===== config.mk =====
export PLATFORM = sky130hd
export DESIGN_NAME = cpu_bus_arbiter
export DESIGN_NICKNAME = d
export VERILOG_FILES = /design/src/rtl/cpu_bus_pkg.sv /design/src/rtl/rr_arbiter.sv /design/src/rtl/cpu_bus_arbiter.sv
export SDC_FILE = /design/constraint.sdc
export NUM_CORES = 1
export LEC_CHECK = 0
export ABC_CLOCK_PERIOD_IN_PS = 2300
export BUFFER_PORTS_ARGS = -buffer_cell sky130_fd_sc_hd__buf_2
export CORE_MARGIN = 5
export CORE_UTILIZATION = 44
export DETAILED_ROUTE_END_ITERATION = 6
export GPL_ROUTABILITY_DRIVEN = 0
export MAX_ROUTING_LAYER = met4
export PLACE_DENSITY = 0.81
export SLEW_MARGIN = 20
export SYNTH_ARGS = -nofsm -noshare
export SYNTH_HDL_FRONTEND = slang
export SYNTH_SLANG_ARGS = --single-unit

===== constraint.sdc =====
create_clock -name i_clk -period 2.3 [get_ports i_clk]
set_input_delay 0.46 -clock i_clk [delete_from_list [all_inputs] [get_ports i_clk]]
set_output_delay 0.46 -clock i_clk [all_outputs]
set_load 0.01 [all_outputs]

===== src/rtl/cpu_bus_pkg.sv =====
// rtl/cpu_bus_pkg.sv - shared bus size encodings, FSM states and alignment helper
package cpu_bus_pkg;

  localparam logic [2:0] BHW_BYTE = 3'b001;
  localparam logic [2:0] BHW_HALF = 3'b010;
  localparam logic [2:0] BHW_WORD = 3'b100;

  typedef enum logic [1:0] {
    ST_IDLE  = 2'd0,
    ST_ISSUE = 2'd1,
    ST_WAIT  = 2'd2,
    ST_RESP  = 2'd3
  } bus_state_e;

  function automatic logic is_misaligned(input logic [2:0] bhw, input logic [1:0] lsb);
    case (bhw)
      BHW_BYTE: return 1'b0;
      BHW_HALF: return lsb[0];
      BHW_WORD: return lsb != 2'b00;
      default:  return 1'b0;
    endcase
  endfunction

endpackage


===== src/rtl/rr_arbiter.sv =====
// rtl/rr_arbiter.sv - round-robin one-hot grant, priority starts after the last grant
module rr_arbiter #(
  parameter int NUM_CH = 2
) (
  input  logic [NUM_CH-1:0] i_req,
  input  logic [NUM_CH-1:0] i_last_grant,
  output logic [NUM_CH-1:0] o_grant
);

  int                start_idx;
  logic [NUM_CH-1:0] mask;
  logic [NUM_CH-1:0] masked;
  logic [NUM_CH-1:0] pick;

  always_comb begin
    start_idx = 0;
    for (int i = 0; i < NUM_CH; i++) begin
      if (i_last_grant[i]) start_idx = i + 1;
    end
    mask = '0;
    for (int i = 0; i < NUM_CH; i++) begin
      mask[i] = (i >= start_idx);
    end
    // Nothing at or above the start point: wrap around to the lowest requester.
    masked = i_req & mask;
    pick   = (|masked) ? masked : i_req;
    o_grant = '0;
    for (int i = NUM_CH - 1; i >= 0; i--) begin
      if (pick[i]) begin
        o_grant    = '0;
        o_grant[i] = 1'b1;
      end
    end
  end

endmodule


===== src/rtl/cpu_bus_arbiter.sv =====
// rtl/cpu_bus_arbiter.sv - multi-channel CPU bus arbiter, one transaction at a time
// Optional WAIT timeout is built in when BUS_TIMEOUT_EN is defined.
module cpu_bus_arbiter
  import cpu_bus_pkg::*;
#(
  parameter int NUM_CH         = 2,
  parameter int ADDR_W         = 32,
  parameter int DATA_W         = 32,
  parameter int TIMEOUT_CYCLES = 255
) (
  input  logic                     i_clk,
  input  logic                     i_rst,
  input  logic [NUM_CH-1:0]        i_req,
  input  logic [NUM_CH*ADDR_W-1:0] i_req_addr,
  input  logic [NUM_CH*DATA_W-1:0] i_req_wdata,
  input  logic [NUM_CH*3-1:0]      i_req_bhw,
  input  logic [NUM_CH-1:0]        i_req_write,
  output logic [NUM_CH-1:0]        o_req_ack,
  output logic [NUM_CH-1:0]        o_rsp_DV,
  output logic [DATA_W-1:0]        o_rsp_data,
  output logic                     o_rsp_err,
  output logic [ADDR_W-1:0]        o_bus_address,
  output logic [DATA_W-1:0]        o_bus_data,
  output logic                     o_bus_DV,
  output logic [2:0]               o_bhw,
  output logic                     o_write_notread,
  input  logic [DATA_W-1:0]        i_bus_data,
  input  logic                     i_bus_DV,
  output logic                     o_busy
);

  bus_state_e        state_q, state_d;
  logic [NUM_CH-1:0] grant;
  logic [NUM_CH-1:0] last_q;
  logic [NUM_CH-1:0] gnt_q;
  logic [ADDR_W-1:0] addr_q;
  logic [DATA_W-1:0] wdata_q;
  logic [2:0]        bhw_q;
  logic              write_q;
  logic              misalign_q;
  logic [DATA_W-1:0] rdata_q;
  logic              err_q;
  logic [ADDR_W-1:0] sel_addr;
  logic [DATA_W-1:0] sel_wdata;
  logic [2:0]        sel_bhw;
  logic              sel_write;
  logic              sel_misalign;
  logic              timeout;

  rr_arbiter #(.NUM_CH(NUM_CH)) u_rr (
    .i_req        (i_req),
    .i_last_grant (last_q),
    .o_grant      (grant)
  );

  always_comb begin
    sel_addr  = '0;
    sel_wdata = '0;
    sel_bhw   = '0;
    sel_write = 1'b0;
    for (int c = 0; c < NUM_CH; c++) begin
      if (grant[c]) begin
        sel_addr  = i_req_addr[c*ADDR_W +: ADDR_W];
        sel_wdata = i_req_wdata[c*DATA_W +: DATA_W];
        sel_bhw   = i_req_bhw[c*3 +: 3];
        sel_write = i_req_write[c];
      end
    end
    sel_misalign = is_misaligned(sel_bhw, sel_addr[1:0]);
  end

`ifdef BUS_TIMEOUT_EN
  localparam int CNT_W = $clog2(TIMEOUT_CYCLES + 1);
  logic [CNT_W-1:0] wait_cnt_q;

  always_ff @(posedge i_clk) begin
    if (i_rst || state_q != ST_WAIT) wait_cnt_q <= '0;
    else                             wait_cnt_q <= wait_cnt_q + CNT_W'(1);
  end

  assign timeout = (state_q == ST_WAIT) && (wait_cnt_q == CNT_W'(TIMEOUT_CYCLES - 1));
`else
  // Timeout length only matters when the counter is built in.
  logic unused_timeout_cfg;
  assign unused_timeout_cfg = ^TIMEOUT_CYCLES;
  assign timeout = 1'b0;
`endif

  always_comb begin
    state_d = state_q;
    case (state_q)
      ST_IDLE:  if (|i_req) state_d = ST_ISSUE;
      ST_ISSUE: state_d = misalign_q ? ST_RESP : ST_WAIT;
      ST_WAIT:  if (i_bus_DV || timeout) state_d = ST_RESP;
      ST_RESP:  state_d = ST_IDLE;
      default:  state_d = ST_IDLE;
    endcase
  end

  always_ff @(posedge i_clk) begin
    if (i_rst) begin
      state_q    <= ST_IDLE;
      last_q     <= '0;
      gnt_q      <= '0;
      addr_q     <= '0;
      wdata_q    <= '0;
      bhw_q      <= '0;
      write_q    <= 1'b0;
      misalign_q <= 1'b0;
      rdata_q    <= '0;
      err_q      <= 1'b0;
    end else begin
      state_q <= state_d;
      case (state_q)
        ST_IDLE: begin
          if (|i_req) begin
            last_q     <= grant;
            gnt_q      <= grant;
            addr_q     <= sel_addr;
            wdata_q    <= sel_wdata;
            bhw_q      <= sel_bhw;
            write_q    <= sel_write;
            misalign_q <= sel_misalign;
            rdata_q    <= '0;
            err_q      <= sel_misalign;
          end
        end
        ST_WAIT: begin
          // Store acknowledgements carry bus data too; it is returned unchanged.
          if (i_bus_DV) begin
            rdata_q <= i_bus_data;
            err_q   <= 1'b0;
          end else if (timeout) begin
            rdata_q <= '0;
            err_q   <= 1'b1;
          end
        end
        default: ;
      endcase
    end
  end

  assign o_req_ack       = (state_q == ST_IDLE && !i_rst) ? grant : '0;
  assign o_bus_DV        = (state_q == ST_ISSUE) && !misalign_q;
  assign o_bus_address   = addr_q;
  assign o_bus_data      = wdata_q;
  assign o_bhw           = bhw_q;
  assign o_write_notread = write_q;
  assign o_rsp_DV        = (state_q == ST_RESP) ? gnt_q : '0;
  assign o_rsp_data      = (state_q == ST_RESP) ? rdata_q : '0;
  assign o_rsp_err       = (state_q == ST_RESP) && err_q;
  assign o_busy          = (state_q != ST_IDLE);

endmodule


After elaboration in Yosys (flattened, before gate mapping):

Cells that the tools add are included.
W data, S select, Z words.

* memory bits (writable): 0
* memories kept: 0
* output and inout port bits: 107
* memory bits (read-only): 0
* latch bits: 0
* logic and storage cells: 60
* input bits: 173
* bits in registers: 106

* mux-type cells: 27
* reduce and logical (&&, ||, !) cells: 14
* div/mod/pow operators: 0
* bitwise logic cells: 1
* $lt $le $gt $ge: 2
* equal/unequal tests: 7
* shifts and indexed selects: 0
* $add $sub $neg: 0
* $mul: 0

Operators by type and width (number)
* $mux W32: 7
* $pmux W32 S2: 1
* $mux W2: 8
* $pmux W2 S4: 1
* $mux W1: 6
* $mux W3: 2
* $reduce_bool A2 Y1: 3
* $eq A2 B2 Y1 const B: 2
* $ge A1 B2 Y1 const A: 2
* $ne A2 B2 Y1 const B: 2
* $pmux W1 S2: 2
* $reduce_and A2 Y1: 2
* $reduce_or A2 Y1: 2
* $eq A3 B2 Y1 const B: 1
* $eq A3 B3 Y1 const B: 1
* $logic_and A1 B1 Y1: 3
* $reduce_and A3 Y1: 1
* $and A2 B2 Y2: 1
* $eq A2 B1 Y1 const B: 1
* $logic_not A1 Y1: 2
* $logic_not A2 Y1: 1

Depth between registers and ports, before layout:

Gate-level depths: netlist of the first run.

* depth after elaboration: 14
* gate-level depth with buffers: 8
* gate-level depth less buffers: 7

Modules after synthesis:

From an unflattened synthesis of the first run, not the netlist that was laid out.

* cell total of the unflattened synthesis: 559
* area total of the unflattened synthesis: 4855.9 um^2

By module, submodules not included
* cpu_bus_arbiter: seq. area each 2122.0 um^2, times used 1, cells an instance 555, area each 4825.9 um^2
* rr_arbiter: seq. area each 0.0 um^2, times used 1, cells an instance 4, area each 30.0 um^2

Least setup slack after synthesis of the first run:

Ideal clock, no wire load.

* path type: input to output
* start point: in i_req[1]
* end point: out o_req_ack[0]
* data arrival time: 1.257 ns
* stages: 5
* path buffers: 2
* slack: 0.583 ns
* required time: 1.840 ns
* path through: buf_4 nand3b_2 nand2_1 buf_4 nor3_1

* longest elaborated chain between the ends: 5

Ends and longest elaborated chain
* from (decl): line cpu_bus_arbiter.sv:13 `input logic [NUM_CH-1:0] i_req,`
* $and A2 B2 Y2: line rr_arbiter.sv:25 `masked = i_req & mask;`
* $reduce_or A2 Y1: line rr_arbiter.sv:26 `pick = (|masked) ? masked : i_req;`
* $mux W2: line rr_arbiter.sv:26
* $mux W2: line rr_arbiter.sv:29 `if (pick[i]) begin`
* $mux W2: line cpu_bus_arbiter.sv:143 `assign o_req_ack = (state_q == ST_IDLE && !i_rst) ? grant : '0;`
* to (decl): line cpu_bus_arbiter.sv:18 `output logic [NUM_CH-1:0] o_req_ack,`

Every way passes these cells.

Worst setup path after layout of the first run:

* start point: reg state_q[0]
* end point: out o_req_ack[0]

* longest elaborated chain between the ends: 3

Ends and longest elaborated chain
* from (decl): line cpu_bus_arbiter.sv:32 `bus_state_e state_q, state_d;`
* from (signal assigned): line cpu_bus_arbiter.sv:113 `state_q <= state_d;`
* $logic_not A2 Y1: line cpu_bus_arbiter.sv:143
* $logic_and A1 B1 Y1: line cpu_bus_arbiter.sv:143
* $mux W2: line cpu_bus_arbiter.sv:143

Every way passes these cells.

==> summary.txt, run 1 <==
share of cells above drive strength 1 = 0.4527
Final ANT Viol Nets = 0
switching share of power = 0.3981
failing checks = design-rule violations
Core ar. = 10420 sq um
nets = 943
H-tree Lvls = 3
Mapped Avg Cell Area = 9.136 sq um
FF-to-FF setup slack = 0.35 ns
Diodes inserted = 0
die outline area = 12910 sq um
Syn Nets = 694
Die Y = 113.6 um
number of violations reported at the end of detailed-routing iteration 0 = 431
Final Util = 0.6112
crit path DAT = 1.70 ns
FMAX = 462.8 MHz
worst-path maximum fanout = 8
final wirelength = 15560 um
CTS Buf Count = 9
startpoint types = flop
DR pass1 iterations = 7
Psw = 2.520 mW
die width = 113.6 um
maximum clock insertion buffer count = 2
max cap viols = 0
Internal = 3.810 mW
Slew HR = 0.4879
drt drc = 3
initial antenna violation count = 0
Peak VDD IR = 0.5293 mV
post-synthesis cell type count = 38
crit path kind = reg -> out
via count = 4965
Tmin final = 2.161 ns
I/O pin total = 280
Top delay family on crit path = buffers and inverters
Detail Placement HPWL = 11700 um
final period utilization = 0.9395
Slew Limit Fails = 0
first-pass GRT wire length = 24110 um
Worst Reg-to-Reg Cells = 8
number of buffers added on ports = 279
area delta synth->final = 34.78%
Rows = 37
Worst-path clk slew = 0.10 ns
WP depth = 5
crit path cell chain = inv_1, ha_4, inv_2, nor3_1, buf_2
Hold Path Class = in -> reg
Yosys warning total = 0
Critical Path Slowest Stage Cell = dfxtp_1
WP buf/inv = 3
Crit. End Element = output port
vias in the first global route = 4960
worst slew pin tran = 0.7652 ns
dpl cells = 891
Remaining Overflow, GRT = 0
endpoints failing setup = 0
Initial Util = 0.4535
reg2reg end = rdata_q[26]$_SDFFE_PP0P_
Via-to-Cell Ratio = 5.474
PwrDens = 994.3 nW/um^2
Clk network pwr share = 0.174
setup ws final = 0.1391 ns
Setup Total Neg Slack = 0 ns
worst-skew pair later-pin latency = 0.36 ns
post-synthesis register bit count = 106
Root Driver = clkbuf_8
CP max stage delay = 0.34 ns
Hold Slack = 0.3290 ns
WP data required = 1.84 ns
DP Worst Slack = -0.006263 ns
Worst Setup SP = state_q[0]$_SDFFE_PP0P_
final hold violations = 0
post-synthesis sequential area ratio = 0.4493
total track usage = 0.2356
leakage = 3.008 nW
routed len/inst = 17.16 um
CTS tree = done
Post-Layout Cell Count = 907
status = complete, but fails checks
RSZ-0062 raised after global routing = false
Layout Skew = 0.01366 ns
synthesized instance count = 517
Logic pwr share = 0.434
CTS sink cnt = 106
Setup crit end = o_req_ack[0]
largest net degree at the start of global routing = 80
Post-CTS Hold Buffers = 0
Worst R2R Start = state_q[0]$_SDFFE_PP0P_
mapped cell area = 4723 sq um
fraction of power consumed by sequential logic = 0.391
[routing by layer]
metal,global-route usage,routed length [um]
met4,0.1090,528
met5,-,0
met3,0.03767,1293
met1,0.2721,6019
met2,0.4005,7722
[through the flow]
step / instance area (sq um) / power, mW
floorplan: 4723 / 4.317
global placement: 6148 / 5.102
detailed placement: 6148 / 5.216
CTS: 6340 / 6.313
global route: 6366 / 6.731
finish: 6366 / 6.330
[layout make-up]
type / count / area (sq um)
Inverter: 4 / 15.01
Sequential cell: 106 / 2122
Fill cell: 928 / 4050
Timing Repair Buffer: 289 / 1511
Multi-Input combinational cell: 356 / 2359
Clock buffer: 11 / 151.4
Clock inverter: 5 / 37.54
Tap cell: 136 / 170.2
[how the worst min path moves through the flow]
stage                                        from                              to  slack, ns  cells after the start
after floorplan           misalign_q$_SDFFE_PP0P_         misalign_q$_SDFFE_PP0P_       0.44                      2
after global placement    misalign_q$_SDFFE_PP0P_         misalign_q$_SDFFE_PP0P_       0.47                      2
after detailed placement  misalign_q$_SDFFE_PP0P_         misalign_q$_SDFFE_PP0P_       0.47                      2
after CTS                          i_req_addr[17]  o_bus_address[17]$_SDFFE_PP0P_       0.31                      3
after global routing                i_bus_data[4]         rdata_q[4]$_SDFFE_PP0P_       0.33                      3
final                              i_req_addr[17]  o_bus_address[17]$_SDFFE_PP0P_       0.33                      3
[power groups by stage]
stage          clock network (mW)  registers [mW]  logic (mW)
6_report                     1.10            2.48        2.75
5_1_grt                      1.20            2.53        3.00
4_1_cts                      1.13            2.48        2.71
3_5_place_dp                    0            2.51        2.71
3_3_place_gp                    0            2.49        2.61
2_1_floorplan                   0            2.65        1.67
[synth_stat cells, drive strengths merged]
cell type,n,share of area
a21oi,4,0.0058
nand2b,1,0.0013
a21boi,1,0.0016
and2b,1,0.0016
nand3,36,0.038
o31ai,1,0.0026
nor3,4,0.0042
nand2,39,0.031
a211oi,4,0.0064
a222oi,28,0.059
inv,4,0.0032
a2bb2oi,1,0.0019
and3,2,0.0026
dfxtp,106,0.45
o211ai,2,0.0032
a21o,2,0.0032
buf,33,0.043
nand3b,3,0.0056
a311oi,36,0.11
o221ai,1,0.0019
and2,36,0.048
clkbuf,18,0.014
mux2i,2,0.0042
a22oi,34,0.054
a221oi,2,0.0037
nor2b,2,0.0026
nor2,106,0.086
ha,4,0.011
o21ai,4,0.0050
[worst min-delay path: stages]
cell and delay (ns):
buf_2 0.07, a222oi_1 0.05, nor2_1 0.08
[state kept, by name (all words and copies together) (netlist names)]
register and cells:
o_bus_address 32, o_bhw 3, state_q 2, misalign_q 1, gnt_q 2, o_write_notread 1
err_q 1, rdata_q 32, o_bus_data 32
[layout by cell type (no fill, tap or decap), drive strengths merged, types with 2 or more instances in the layout]
cell type | netlist | layout
buf | 33 | 289
dfxtp | 106 | 106
nor2 | 106 | 106
nand2 | 39 | 39
nand3 | 36 | 36
and2 | 36 | 36
a311oi | 36 | 36
a22oi | 34 | 34
a222oi | 28 | 28
clkbuf | 18 | 11
inv | 4 | 5
nor3 | 4 | 4
a211oi | 4 | 4
a21oi | 4 | 4
ha | 4 | 4
o21ai | 4 | 4
nand3b | 3 | 3
and3 | 2 | 2
nor2b | 2 | 2
a221oi | 2 | 2
a21o | 2 | 2
mux2i | 2 | 2
o211ai | 2 | 2
clkinvlp | 0 | 2
clkinv | 0 | 2
[cells by family after synthesis]
group                    count (synthesis)  share of synthesized area
adder cells (fa/ha/maj)                  4                    0.01060
AO/OA/AOI/OAI                          120                     0.2551
AND/OR/NAND/NOR                        230                     0.2207
buffers and inverters                   55                    0.06013
multiplexers                             2                   0.004239
flip-flops                             106                     0.4493
[timing repair]
| action | CTS | global route |
|---|---|---|
| setup endpoints to repair | 3 | 12 |
| pin swaps | 0 | 1 |
| hold endpoints to repair | 0 | 0 |
| buffers inserted | 0 | 0 |
| gates resized for setup | 1 | 3 |
(Power assumes the default switching activity.)
==> inputs of run 2 (changes only) <==
Settings changed: ABC_CLOCK_PERIOD_IN_PS 2300 to 2200, CAP_MARGIN from default to 30.
Clock period 2.3 ns to 2.2 ns, I/O delays scaled along.
==> run 2 against run 1 <==
Net effect:
- the flow now finishes without violations
- clock-buffer cell count up 2
- clock power up 8%
- sequential cell count unchanged
- worst setup slack worse by 0.0012 ns
- register-to-register slack worse by 0.21 ns
- utilization up 0.55 points
- design area up 0.90%
- combinational power up 7%
- final cell count up 0.66%
- non-clock buffer count up 5
- global-route usage up 0.61 points
- critical endpoint is now o_bus_address[13]$_SDFFE_PP0P_
- largest power group unchanged
==> summary.txt, run 2 (synthesized netlist as in run 1, its figures left out) <==
vias in the first global route = 5115 (was 4960)
Hold Slack = 0.3209 ns (was 0.3290 ns)
WP data required = 2.49 ns (was 1.84 ns)
via count = 5124 (was 4965)
final wirelength = 15880 um (was 15560 um)
crit path kind = reg -> reg (was reg -> out)
nets = 948 (was 943)
worst-skew pair later-pin latency = 0.36 ns (about the same)
crit path DAT = 2.35 ns (was 1.70 ns)
Slew HR = 0.3198 (was 0.4879)
area occupied by multi-input gates = 2366 sq um (was 2359 sq um)
total track usage = 0.2417 (was 0.2356)
commonest non-fill, non-tap cell in the layout = buf_2 (unchanged)
startpoint types = flop (unchanged)
Finished Cell Area = 6424 sq um (was 6366 sq um)
Final ANT Viol Nets = 0 (unchanged)
initial antenna violation count = 1 (was 0)
die outline area = 12910 sq um (unchanged)
endpoints failing setup = 0 (unchanged)
Post-CTS Hold Buffers = 0 (unchanged)
DP Worst Slack = -0.01514 ns (was -0.006263 ns)
Via-to-Cell Ratio = 5.612 (was 5.474)
leakage = 3.056 nW (was 3.008 nW)
worst-path maximum fanout = 28 (was 8)
number of violations reported at the end of detailed-routing iteration 0 = 497 (was 431)
final hold violations = 0 (unchanged)
Setup Total Neg Slack = 0 ns (unchanged)
I/O pin total = 280 (unchanged)
setup ws final = 0.1380 ns (was 0.1391 ns)
Layout Skew = 0.01596 ns (was 0.01366 ns)
first-pass GRT wire length = 24740 um (was 24110 um)
Remaining Overflow, GRT = 0 (unchanged)
Register Area = 2122 sq um (unchanged)
maximum clock insertion buffer count = 2 (unchanged)
Core ar. = 10420 sq um (unchanged)
number of buffers added on ports = 279 (unchanged)
FMAX = 485.0 MHz
routed len/inst = 17.39 um (was 17.16 um)
Slew Limit Fails = 0 (unchanged)
drt drc = 0 (was 3)
Crit. End Element = flop (was output port)
Worst-path clk slew = 0.10 ns (about the same)
final period utilization = 0.9373
Die Y = 113.6 um (unchanged)
postcts setup bufs = 0 (unchanged)
area delta synth->final = 36.00% (was 34.78%)
Tmin final = 2.062 ns
Hold Path Class = in -> reg (unchanged)
largest net degree at the start of global routing = 82 (was 80)
status = complete, no violations (was complete, but fails checks)
Detail Placement HPWL = 11990 um (was 11700 um)
die width = 113.6 um (unchanged)
Root Driver = clkbuf_8 (unchanged)
H-tree Lvls = 3 (unchanged)
fill cell count = 889 (was 928)
CTS Buf Count = 9 (unchanged)
CTS sink cnt = 106 (unchanged)
max cap viols = 0 (unchanged)
share of cells above drive strength 1 = 0.4601 (was 0.4527)
DR pass1 iterations = 6 (was 7)
Rows = 37 (unchanged)
commonest cells after routing, fill and taps aside = buf_2, dfxtp_1, nor2_1 (unchanged)
Peak VDD IR = 0.6987 mV (was 0.5293 mV)
Initial Util = 0.4535 (unchanged)
placed inst area = 6173 sq um (was 6148 sq um)
PwrDens = 1044 nW/um^2 (was 994.3 nW/um^2)
worst slew pin tran = 1.020 ns (was 0.7652 ns)
CTS tree = done (unchanged)
[run 2: cell types whose count changed in the layout (fill, tap and decap cells not counted), sizes merged]
| cell | change |
|---|---|
| inv | -1 |
| diode | +1 |
| clkbuf | +2 |
| buf | +5 |
| clkinvlp | -1 |
[run 2: layer usage]
layer / GRT usage / vias up / part of all wire
li1: - / 2395 / -
met1: 0.2761 / 2404 / 0.38
met2: 0.4048 / 284 / 0.50
met3: 0.04934 / 41 / 0.079
met4: 0.1154 / 0 / 0.037
met5: - / - / 0
[run 2: worst paths after layout]
kind              slack [ns]  cells after the start                startpoint                              to
setup / recovery        0.14                      5     gnt_q[0]$_SDFFE_PP0P_  o_bus_address[13]$_SDFFE_PP0P_
hold / removal          0.32                      3             i_req_addr[5]   o_bus_address[5]$_SDFFE_PP0P_
setup reg to reg        0.14                      5     gnt_q[0]$_SDFFE_PP0P_  o_bus_address[13]$_SDFFE_PP0P_
hold reg to reg         0.49                      2  rdata_q[29]$_SDFFE_PP0P_        rdata_q[29]$_SDFFE_PP0P_
[run 2: area by class of cell]
| cell class | instances | area share |
|---|---|---|
| flip-flops and latches | 106 | 0.3303 |
| repair buffers | 294 | 0.2409 |
| inverters | 4 | 0.002337 |
| clock inverters | 3 | 0.003311 |
| well taps | 136 | 0.02649 |
| multi-input cells | 356 | 0.3683 |
| diodes | 1 | 0.0003896 |
| clock buffers | 13 | 0.02785 |
[run 2: power breakdown]
part	internal [mW]	leakage, nW	switching, mW
clock network	0.537	0.102	0.648
logic	1.18	2.08	1.75
registers	2.35	0.869	0.242
total	4.07	3.06	2.64
[run 2: timing repair]
item,in CTS,in global routing
hold endpoints to repair,0,0
resized for setup,3,6
setup endpoints to repair,10,2
[run 2: worst max-delay path, cell delays in order (launching register included)]
cell and delay [ns]:
dfxtp_1 0.48, nand2b_1 0.13, a21boi_1 0.18, and2_1 0.82
a222oi_1 0.22, nor2_1 0.15
[run 2: metrics by stage]
stage | instances | utilization | total power [mW]
finish | 913 | 0.6167 | 6.705
global route | 913 | 0.6167 | 7.130
CTS | 911 | 0.6133 | 6.700
detailed placement | 895 | 0.5927 | 5.489
global placement | 894 | 0.5912 | 5.318
floorplan | 517 | - | 4.513
